==> src/rtl/dds_pkg.sv <==
// Shared defaults and the quarter-wave sine table for the DDS sine generator.
package dds_pkg;

  localparam int DEF_PHASE_W = 24;
  localparam int DEF_DATA_W  = 8;
  localparam int DEF_LUT_AW  = 6;
  localparam int LUT_DW      = 7;
  localparam int LUT_DEPTH   = 64;

  // Entry k is round(127*sin(2*pi*(k+0.5)/256)). The half-step offset keeps
  // the table symmetric under mirroring, so no quadrant ever addresses zero
  // and the output never reaches -128.
  localparam logic [LUT_DW-1:0] QLUT [LUT_DEPTH] = '{
    7'd2,   7'd5,   7'd8,   7'd11,  7'd14,  7'd17,  7'd20,  7'd23,
    7'd26,  7'd29,  7'd32,  7'd35,  7'd38,  7'd41,  7'd44,  7'd47,
    7'd50,  7'd53,  7'd56,  7'd58,  7'd61,  7'd64,  7'd67,  7'd69,
    7'd72,  7'd74,  7'd77,  7'd79,  7'd82,  7'd84,  7'd86,  7'd89,
    7'd91,  7'd93,  7'd95,  7'd97,  7'd99,  7'd101, 7'd103, 7'd105,
    7'd106, 7'd108, 7'd110, 7'd111, 7'd113, 7'd114, 7'd115, 7'd117,
    7'd118, 7'd119, 7'd120, 7'd121, 7'd122, 7'd123, 7'd124, 7'd124,
    7'd125, 7'd125, 7'd126, 7'd126, 7'd127, 7'd127, 7'd127, 7'd127
  };

endpackage

==> src/rtl/sine_qlut.sv <==
// Registered quarter-wave sine ROM: unsigned magnitude one cycle after address.
module sine_qlut
  import dds_pkg::*;
#(
  parameter int LUT_AW = DEF_LUT_AW
) (
  input  logic              clk,
  input  logic [LUT_AW-1:0] addr,
  output logic [LUT_DW-1:0] data
);

  // Synchronous table read; contents are constant so no reset is needed.
  always_ff @(posedge clk) begin
    data <= QLUT[addr];
  end

endmodule

==> src/rtl/dds_sine.sv <==
// Direct digital synthesis sine source: phase accumulator with a
// phase-continuous retune handshake, followed by a 3-stage quarter-wave
// lookup (mirror address, ROM read, sign apply).
module dds_sine
  import dds_pkg::*;
#(
  parameter int PHASE_W = DEF_PHASE_W,
  parameter int DATA_W  = DEF_DATA_W,
  parameter int LUT_AW  = DEF_LUT_AW
) (
  input  logic                     clk,
  input  logic                     rst,
  input  logic                     en,
  input  logic [PHASE_W-1:0]       fcw,
  input  logic                     fcw_valid,
  output logic                     fcw_ready,
  output logic signed [DATA_W-1:0] sample,
  output logic                     sample_valid,
  output logic                     phase_wrap
);

  logic [PHASE_W-1:0] phase;
  logic [PHASE_W-1:0] fcw_active;
  logic [PHASE_W-1:0] fcw_pend;
  logic               pend_full;
  logic [PHASE_W:0]   phase_sum;
  logic               carry;
  logic               accept;
  logic               apply;

  logic [1:0]         quad;
  logic [LUT_AW-1:0]  idx;

  logic [LUT_AW-1:0]  addr_p0;
  logic               neg_p0;
  logic               vld_p0;
  logic [LUT_DW-1:0]  mag_p1;
  logic               neg_p1;
  logic               vld_p1;

  // Scale the unsigned table magnitude to the output width and negate for
  // the lower half-wave; magnitudes top out at 127 so negation cannot wrap.
  function automatic logic signed [DATA_W-1:0] apply_sign(
    input logic [LUT_DW-1:0] mag,
    input logic              neg
  );
    logic signed [DATA_W-1:0] m;
    m = signed'(DATA_W'(mag));
    return neg ? -m : m;
  endfunction

  assign phase_sum = {1'b0, phase} + {1'b0, fcw_active};
  assign carry     = phase_sum[PHASE_W];
  assign fcw_ready = !pend_full;
  assign accept    = fcw_valid && fcw_ready;
  // Idle accumulator retunes immediately; a running one waits for the wrap
  // so the new step starts from a phase near zero with no discontinuity.
  assign apply     = pend_full && (!en || carry);

  assign quad = phase[PHASE_W-1 -: 2];
  assign idx  = phase[PHASE_W-3 -: LUT_AW];

  // Phase accumulator and its registered carry-out pulse.
  always_ff @(posedge clk or posedge rst) begin
    if (rst) begin
      phase      <= '0;
      phase_wrap <= 1'b0;
    end else begin
      if (en) phase <= phase_sum[PHASE_W-1:0];
      phase_wrap <= en && carry;
    end
  end

  // Active step and pending-slot occupancy; accept and apply are exclusive.
  always_ff @(posedge clk or posedge rst) begin
    if (rst) begin
      fcw_active <= '0;
      pend_full  <= 1'b0;
    end else begin
      if (apply) begin
        fcw_active <= fcw_pend;
        pend_full  <= 1'b0;
      end
      if (accept) pend_full <= 1'b1;
    end
  end

  // Pending step value; only meaningful while pend_full is set.
  always_ff @(posedge clk) begin
    if (accept) fcw_pend <= fcw;
  end

  // Stage p0: quadrant decode, odd quadrants read the table mirrored.
  always_ff @(posedge clk) begin
    addr_p0 <= quad[0] ? ~idx : idx;
    neg_p0  <= quad[1];
  end

  // Stage p1: registered ROM read, sign travels alongside.
  sine_qlut #(
    .LUT_AW (LUT_AW)
  ) u_qlut (
    .clk  (clk),
    .addr (addr_p0),
    .data (mag_p1)
  );

  // Sign flag delayed to line up with the ROM output.
  always_ff @(posedge clk) begin
    neg_p1 <= neg_p0;
  end

  // Valid pipeline tracking en through all three stages.
  always_ff @(posedge clk or posedge rst) begin
    if (rst) begin
      vld_p0       <= 1'b0;
      vld_p1       <= 1'b0;
      sample_valid <= 1'b0;
    end else begin
      vld_p0       <= en;
      vld_p1       <= vld_p0;
      sample_valid <= vld_p1;
    end
  end

  // Stage p2: sign apply; output holds while no valid sample arrives.
  always_ff @(posedge clk or posedge rst) begin
    if (rst) begin
      sample <= '0;
    end else if (vld_p1) begin
      sample <= apply_sign(mag_p1, neg_p1);
    end
  end

endmodule

==> config.mk <==
export PLATFORM = sky130hd
export DESIGN_NAME = dds_sine
export DESIGN_NICKNAME = d
export VERILOG_FILES = /design/src/rtl/dds_pkg.sv /design/src/rtl/sine_qlut.sv /design/src/rtl/dds_sine.sv
export SDC_FILE = /design/constraint.sdc
export NUM_CORES = 1
export LEC_CHECK = 0
export ABC_AREA = 1
export CORE_MARGIN = 3
export CORE_UTILIZATION = 45
export CTS_CLUSTER_SIZE = 10
export DETAILED_ROUTE_END_ITERATION = 7
export PLACE_DENSITY = 0.66
export SLEW_MARGIN = 20
export SYNTH_ARGS = -nofsm -noshare
export SYNTH_HDL_FRONTEND = slang
export SYNTH_HIERARCHICAL = 1
export SYNTH_SLANG_ARGS = --single-unit
export TNS_END_PERCENT = 1
==> constraint.sdc <==
create_clock -name clk -period 1.85 [get_ports clk]
set_input_delay 0.2775 -clock clk [delete_from_list [all_inputs] [get_ports clk]]
set_output_delay 0.2775 -clock clk [all_outputs]
set_load 0.01 [all_outputs]
==> flow_summary.ini, run 1 <==
[route]
drc = 0
drt_pass1_iterations = 5
top_layer_used = met4
ant_nets = 0
wl_met2_microns = 7690
finalWirelength_microns = 15400
wl_met1_microns = 6490
wl_met3_microns = 597
routed_via_density = 5.00
drt_iter0_markers = 519
routedWlPerCell_microns = 14.1
vias = 5460

[pwr]
p_total_mw = 16.9
pwr_density_cell_mw_per_mm2 = 2120
vdd_ir_drop_max_mv = 1.17
power.leakage_nw = 4.04

[timing]
grt_setup_unrepaired = yes
finalHoldViolCount = 0
tightest_slew_ns = 0.411
setup_viol = 29
setup_ws_ns = -0.0777
fmax_mhz = 519
final_max_slew_viol_count = 0
min_period_over_period = 1.04
whs_ns = 0.310
fin_crit_ns = 1.93
fin_skew_ns = 0.00748
max_slew_margin = 0.725

[yosys]
synth_ff_type = dfrtp_1
ys_ff_latch = 100
synthCells = 792
async_reset_ff_frac = 0.610
synth_edf_count = 24
avgSynthCellArea_sq_um = 7.55
yosysSeqAreaShare = 0.426
syn-num-nets = 857
yosysUniqueCellTypes = 37
yosysWarnings = 6
synth_area_sq_mm = 0.00598

[floorplan]
num_rows = 41
start_util = 0.466
ios = 39
die_h_microns = 121
coreArea_sq_mm = 0.0128
die_width_microns = 121
dieArea_sq_mm = 0.0147

[final_layout]
diodes = 0
most-common-layout-cells = nand2_1 (267), inv_1 (109), buf_4 (85), nand3_1 (69), dfrtp_1 (56)
finalNetCount = 981
final_common_cell = nand2_1
fin_cells = 1093
area_delta_synth_final_pct = 33.7
drive_gt1_frac = 0.235

[global_route]
antenna_found_initial = 0
grt_overflow = 0
grt_pass1_vias = 5445
grt_pass1_wl_microns = 25000
grt_use_total = 0.216
grt_max_degree = 62

[clock_network]
clk_path_buf_depth = 2
cts_root_buf = clkbuf_16
cts_buffers = 9
clk_latency_ns = 0.35
cts.reportedPaths.clkPinSlew_ns = 0.07
cts_tree = built
cts_sinks = 100
holdBufCountCts = 0
cts.htree.levels = 3

[critical_path]
r2r_setup_slack_ns = -0.08
r2r-start = fcw_active[12]$_DFFE_PP0P_
reg2reg_to = fcw_active[21]$_DFFE_PP0P_
crit_end = fcw_active[21]$_DFFE_PP0P_
crit_start = fcw_active[12]$_DFFE_PP0P_
arrival_ns = 2.18
worstSetupPathType = reg -> reg
cp-start-kind = register
critPathCaptureType = register
cp_max_fo = 7
rr_worst_depth = 12
critical_path_required_ns = 2.10

[place]
dp_hpwl_microns = 11100
placed_cells_incl_taps = 1064
io_buffer_count = 38
gp_congestion = 0.922

[outcome]
violations = setup timing
status = finished with violations

[run]
drv_cap = 0

[worst_hold_path]
hp-class = in -> async
## worst max-delay path, cell delays in order (launching register included)
cell	delay [ns]
dfrtp_1	0.44
ha_4	0.31
nand2_2	0.08
nor2_4	0.13
nand2_2	0.10
nor2_4	0.14
nand2_4	0.07
nand4_4	0.11
nand2_4	0.07
buf_12	0.15
buf_12	0.13
nand2_1	0.06
nand2_1	0.05
## layer usage
metal,up-vias,global-route usage
li1,2718,-
met1,2552,0.257
met2,143,0.383
met3,47,0.0373
met4,0,0.0931
met5,-,0
## final cells by class
| type | count | area [sq um] |
|---|---|---|
| sequential | 100 | 2550 |
| timing repair buffer | 132 | 1200 |
| tap | 172 | 215 |
| clock inverter | 1 | 8.76 |
| multi-input combinational | 558 | 3280 |
| inverter | 115 | 432 |
| fill | 1104 | 4830 |
| clock buffer | 15 | 310 |
## report_power, final
part | leakage [nW] | switching [mW] | total, mW | internal, mW
Combinational | 2.79 | 5.73 | 10.8 | 5.06
Clock | 0.157 | 0.817 | 1.97 | 1.16
Sequential | 1.09 | 0.924 | 4.15 | 3.23
Total | 4.04 | 7.47 | 16.9 | 9.45
## what timing repair did
item | in CTS | in global routing
buffers inserted | 9 | 4
cloned | 2 | 0
gates resized for setup | 40 | 34
setup endpoints to repair | 34 | 44
pin swaps | 16 | 15
endpoints found under the hold margin | 0 | 0
## sequential cells by signal, summed over array words and instances, names as in the netlist, 6 cells and up
signal	flops
u_qlut/data	7
phase	24
fcw_active	24
fcw_pend	24
sample	8
addr_p0	6
## cell usage after synthesis, types with 6 or more instances
| cell type | number | area, sq um |
|---|---|---|
| a21oi_1 | 22 | 110 |
| nor2_1 | 34 | 128 |
| dfxtp_1 | 15 | 300 |
| dfrtp_1 | 61 | 1530 |
| nand3_1 | 74 | 370 |
| xor2_1 | 12 | 105 |
| inv_1 | 110 | 413 |
| nand3b_1 | 6 | 45.0 |
| o21ai_0 | 20 | 100 |
| nand4_1 | 6 | 37.5 |
| nand2_1 | 285 | 1070 |
| ha_1 | 36 | 450 |
| edfxtp_1 | 24 | 721 |
| clkbuf_1 | 9 | 33.8 |
| nand2_2 | 26 | 163 |
| xnor2_1 | 6 | 52.6 |
## through the flow
stage,utilization,worst slack [ns],TNS [ns],area (sq um)
after floorplan,-,-0.0627,-1.27,5980
after global placement,0.555,-0.0819,-1.80,7120
after detailed placement,0.555,-0.143,-3.31,7120
after CTS,0.610,-0.0923,-1.83,7830
after global routing,0.623,-0.189,-4.50,7990
final,0.623,-0.0777,-1.46,7990
## logic make-up (layout without fill, tap and decap cells)
kind of cell | count (synthesis) | after routing | share of synthesized area
and+or+nand+nor | 450 | 450 | 0.328
buffers and inverters | 134 | 263 | 0.0927
DFF | 100 | 100 | 0.426
AOI/OAI and AO/OA | 53 | 53 | 0.0484
adders and majority gates | 37 | 37 | 0.0787
xor gates and xnor gates | 18 | 18 | 0.0264
## worst min-delay path by stage
| stage | from | to | slack (ns) | cells after the start |
|---|---|---|---|---|
| global route | rst | phase[17]$_DFFE_PP0P_ | 0.33 | 3 |
| global placement | neg_p0$_DFF_P_ | neg_p1$_DFF_P_ | 0.31 | 0 |
| CTS | rst | phase[22]$_DFFE_PP0P_ | 0.32 | 3 |
| finish | rst | fcw_active[18]$_DFFE_PP0P_ | 0.31 | 3 |
| floorplan | en | vld_p0$_DFF_PP0_ | 0.31 | 0 |
| detailed placement | neg_p0$_DFF_P_ | neg_p1$_DFF_P_ | 0.33 | 0 |
Note: power is estimated with default switching activity, not from simulation.
==> run 2, diff against run 1 <==
Settings changed: CORE_MARGIN 3 to 5, PLACE_DENSITY 0.66 to 0.67.
==> run 2 against run 1 <==
Against the previous run: the flow still finishes with violations (setup timing); sequential share of layout area grew 0.55 points; final cell count about the same; critical path depth unchanged; sequential power fell by 2%; non-clock buffer count fell by 6; register-to-register slack worse by 0.06 ns; largest cell class unchanged; die area increased by 6.7%; total power is 4.6% lower; highest routed layer unchanged; global-route usage down 3.3 points; utilization down 2.6 points; clock skew decreased by 0.0013 ns.
==> flow_summary.ini, run 2 (synthesized netlist as in run 1, its figures left out) <==
[critical_path]
cp_num_buf_inv = 2
r2r-start = phase[0]$_DFFE_PP0P_
path_cells = ha_4 -> fa_2 -> nand2_2 -> nand2_1 -> nand3_2 -> nand2_2 -> nand2_4 -> nand4_4 -> buf_12 -> buf_8 -> nand3_1 -> nand2_1
cp_max_fo = 8
critPathCaptureType = register
path_depth = 12
cp-start-kind = register
crit_end = fcw_active[21]$_DFFE_PP0P_
path_delay_family = simple AND/OR/NAND/NOR gates
r2r_setup_slack_ns = -0.14
worstSetupPathType = reg -> reg
critical_path_required_ns = 2.09
arrival_ns = 2.23
cp_slowest_stage_delay_ns = 0.43
reg2reg_to = fcw_active[21]$_DFFE_PP0P_
rr_worst_depth = 12
cp_slowest_cell = dfrtp_1
crit_start = phase[0]$_DFFE_PP0P_

[route]
drt_pass1_iterations = 4
finalWirelength_microns = 14300
drc = 0
ant_nets = 0
vias = 5240
routedWlPerCell_microns = 13.1
routed_via_density = 4.80
drt_iter0_markers = 319

[place]
dp_slack_ns = -0.191
dp_hpwl_microns = 10500
io_buffer_count = 38
gp_congestion = 0.969

[timing]
setup_ws_ns = -0.140
fin_crit_ns = 1.99
setup_viol = 31
final_max_slew_viol_count = 0
tightest_slew_ns = 0.422
fin_skew_ns = 0.00622
min_period_over_period = 1.08
fmax_mhz = 502
grt_setup_unrepaired = yes
tns_ns = -3.11
finalHoldViolCount = 0
max_slew_margin = 0.718

[final_layout]
most-common-layout-cells = nand2_1 (277), inv_1 (109), buf_4 (82), nand3_1 (65), dfrtp_1 (60)
finalNetCount = 976
seqCellArea_sq_mm = 0.00255
final_common_cell = nand2_1
largest_registers = fcw_active x24, fcw_pend x24, phase x24
area_delta_synth_final_pct = 31.2
fillers = 1180
multiInputGateArea_sq_mm = 0.00323
drive_gt1_frac = 0.215
diodes = 0

[outcome]
status = finished with violations
violations = setup timing

[pwr]
power.leakage_nw = 4.00
pwr_density_cell_mw_per_mm2 = 2060
vdd_ir_drop_max_mv = 0.907

[run]
drv_cap = 0

[clock_network]
cts_tree = built
clk_latency_ns = 0.35
cts.reportedPaths.clkPinSlew_ns = 0.07
holdBufCountCts = 0
cts_root_buf = clkbuf_16
cts_buffers = 9
clk_path_buf_depth = 2
cts_sinks = 100
cts.htree.levels = 3

[global_route]
grt_overflow = 0
grt_pass1_vias = 5140
grt_use_total = 0.183
met2_usage = 0.320
grt_busiest_layer = met2
grt_use_met1 = 0.228
grt_max_degree = 62
grt_pass1_wl_microns = 23600
antenna_found_initial = 0
use_met3 = 0.0337

[floorplan]
start_util = 0.455
die_width_microns = 125
die_h_microns = 125
ios = 39
dieArea_sq_mm = 0.0157
coreArea_sq_mm = 0.0131
num_rows = 42

[worst_hold_path]
hp-class = in -> async
==> run 2: through the flow <==
step / power [mW] / util / hold WS, ns / instances / cell area, sq um
2_1_floorplan: 9.80 / - / 0.309 / 792 / 5980
3_3_place_gp: 12.9 / 0.540 / 0.310 / 1068 / 7090
3_5_place_dp: 13.0 / 0.540 / 0.320 / 1068 / 7090
4_1_cts: 15.4 / 0.578 / 0.314 / 1089 / 7590
5_1_grt: 17.7 / 0.597 / 0.352 / 1092 / 7840
6_report: 16.1 / 0.597 / 0.302 / 1092 / 7840
==> run 2: per-layer routing <==
| layer | part of all wire | vias up |
|---|---|---|
| li1 | - | 2723 |
| met1 | 0.44 | 2385 |
| met2 | 0.50 | 108 |
| met3 | 0.035 | 24 |
| met4 | 0.020 | 0 |
| met5 | 0 | - |
==> run 2: area by class of cell <==
class,count,share of cell area
Sequential cell,100,0.325
Inverter,115,0.0551
Multi-Input combinational cell,559,0.412
Timing Repair Buffer,126,0.142
Clock buffer,9,0.0287
Tap cell,176,0.0281
Clock inverter,7,0.00878
==> run 2: how the worst min path moves through the flow <==
stage / slack [ns] / cells past startpoint / end
after detailed placement: 0.32 / 0 / neg_p1$_DFF_P_
after global routing: 0.35 / 3 / fcw_active[18]$_DFFE_PP0P_
after global placement: 0.31 / 0 / neg_p1$_DFF_P_
after CTS: 0.31 / 3 / phase[16]$_DFFE_PP0P_
final: 0.30 / 3 / phase[18]$_DFFE_PP0P_
after floorplan: 0.31 / 0 / vld_p0$_DFF_PP0_
==> run 2: repair_timing <==
| item | CTS | global route |
|---|---|---|
| gates cloned | 2 | 0 |
| pin swaps | 8 | 11 |
| setup endpoints to repair | 36 | 42 |
| buffers inserted | 3 | 3 |
| gates resized for setup | 21 | 36 |
==> run 2: worst min-delay path: cells and delay by family <==
family | cells | cell delay [ns]
buffers and inverters | 3 | 0.77
==> run 2: where the power goes <==
| part | internal [mW] | switching, mW | total [mW] | leakage, nW |
|---|---|---|---|---|
| combinational | 4.72 | 5.52 | 10.2 | 2.76 |
| clock | 0.947 | 0.883 | 1.83 | 0.143 |
| sequential | 3.22 | 0.849 | 4.07 | 1.10 |
| total | 8.88 | 7.25 | 16.1 | 4.00 |
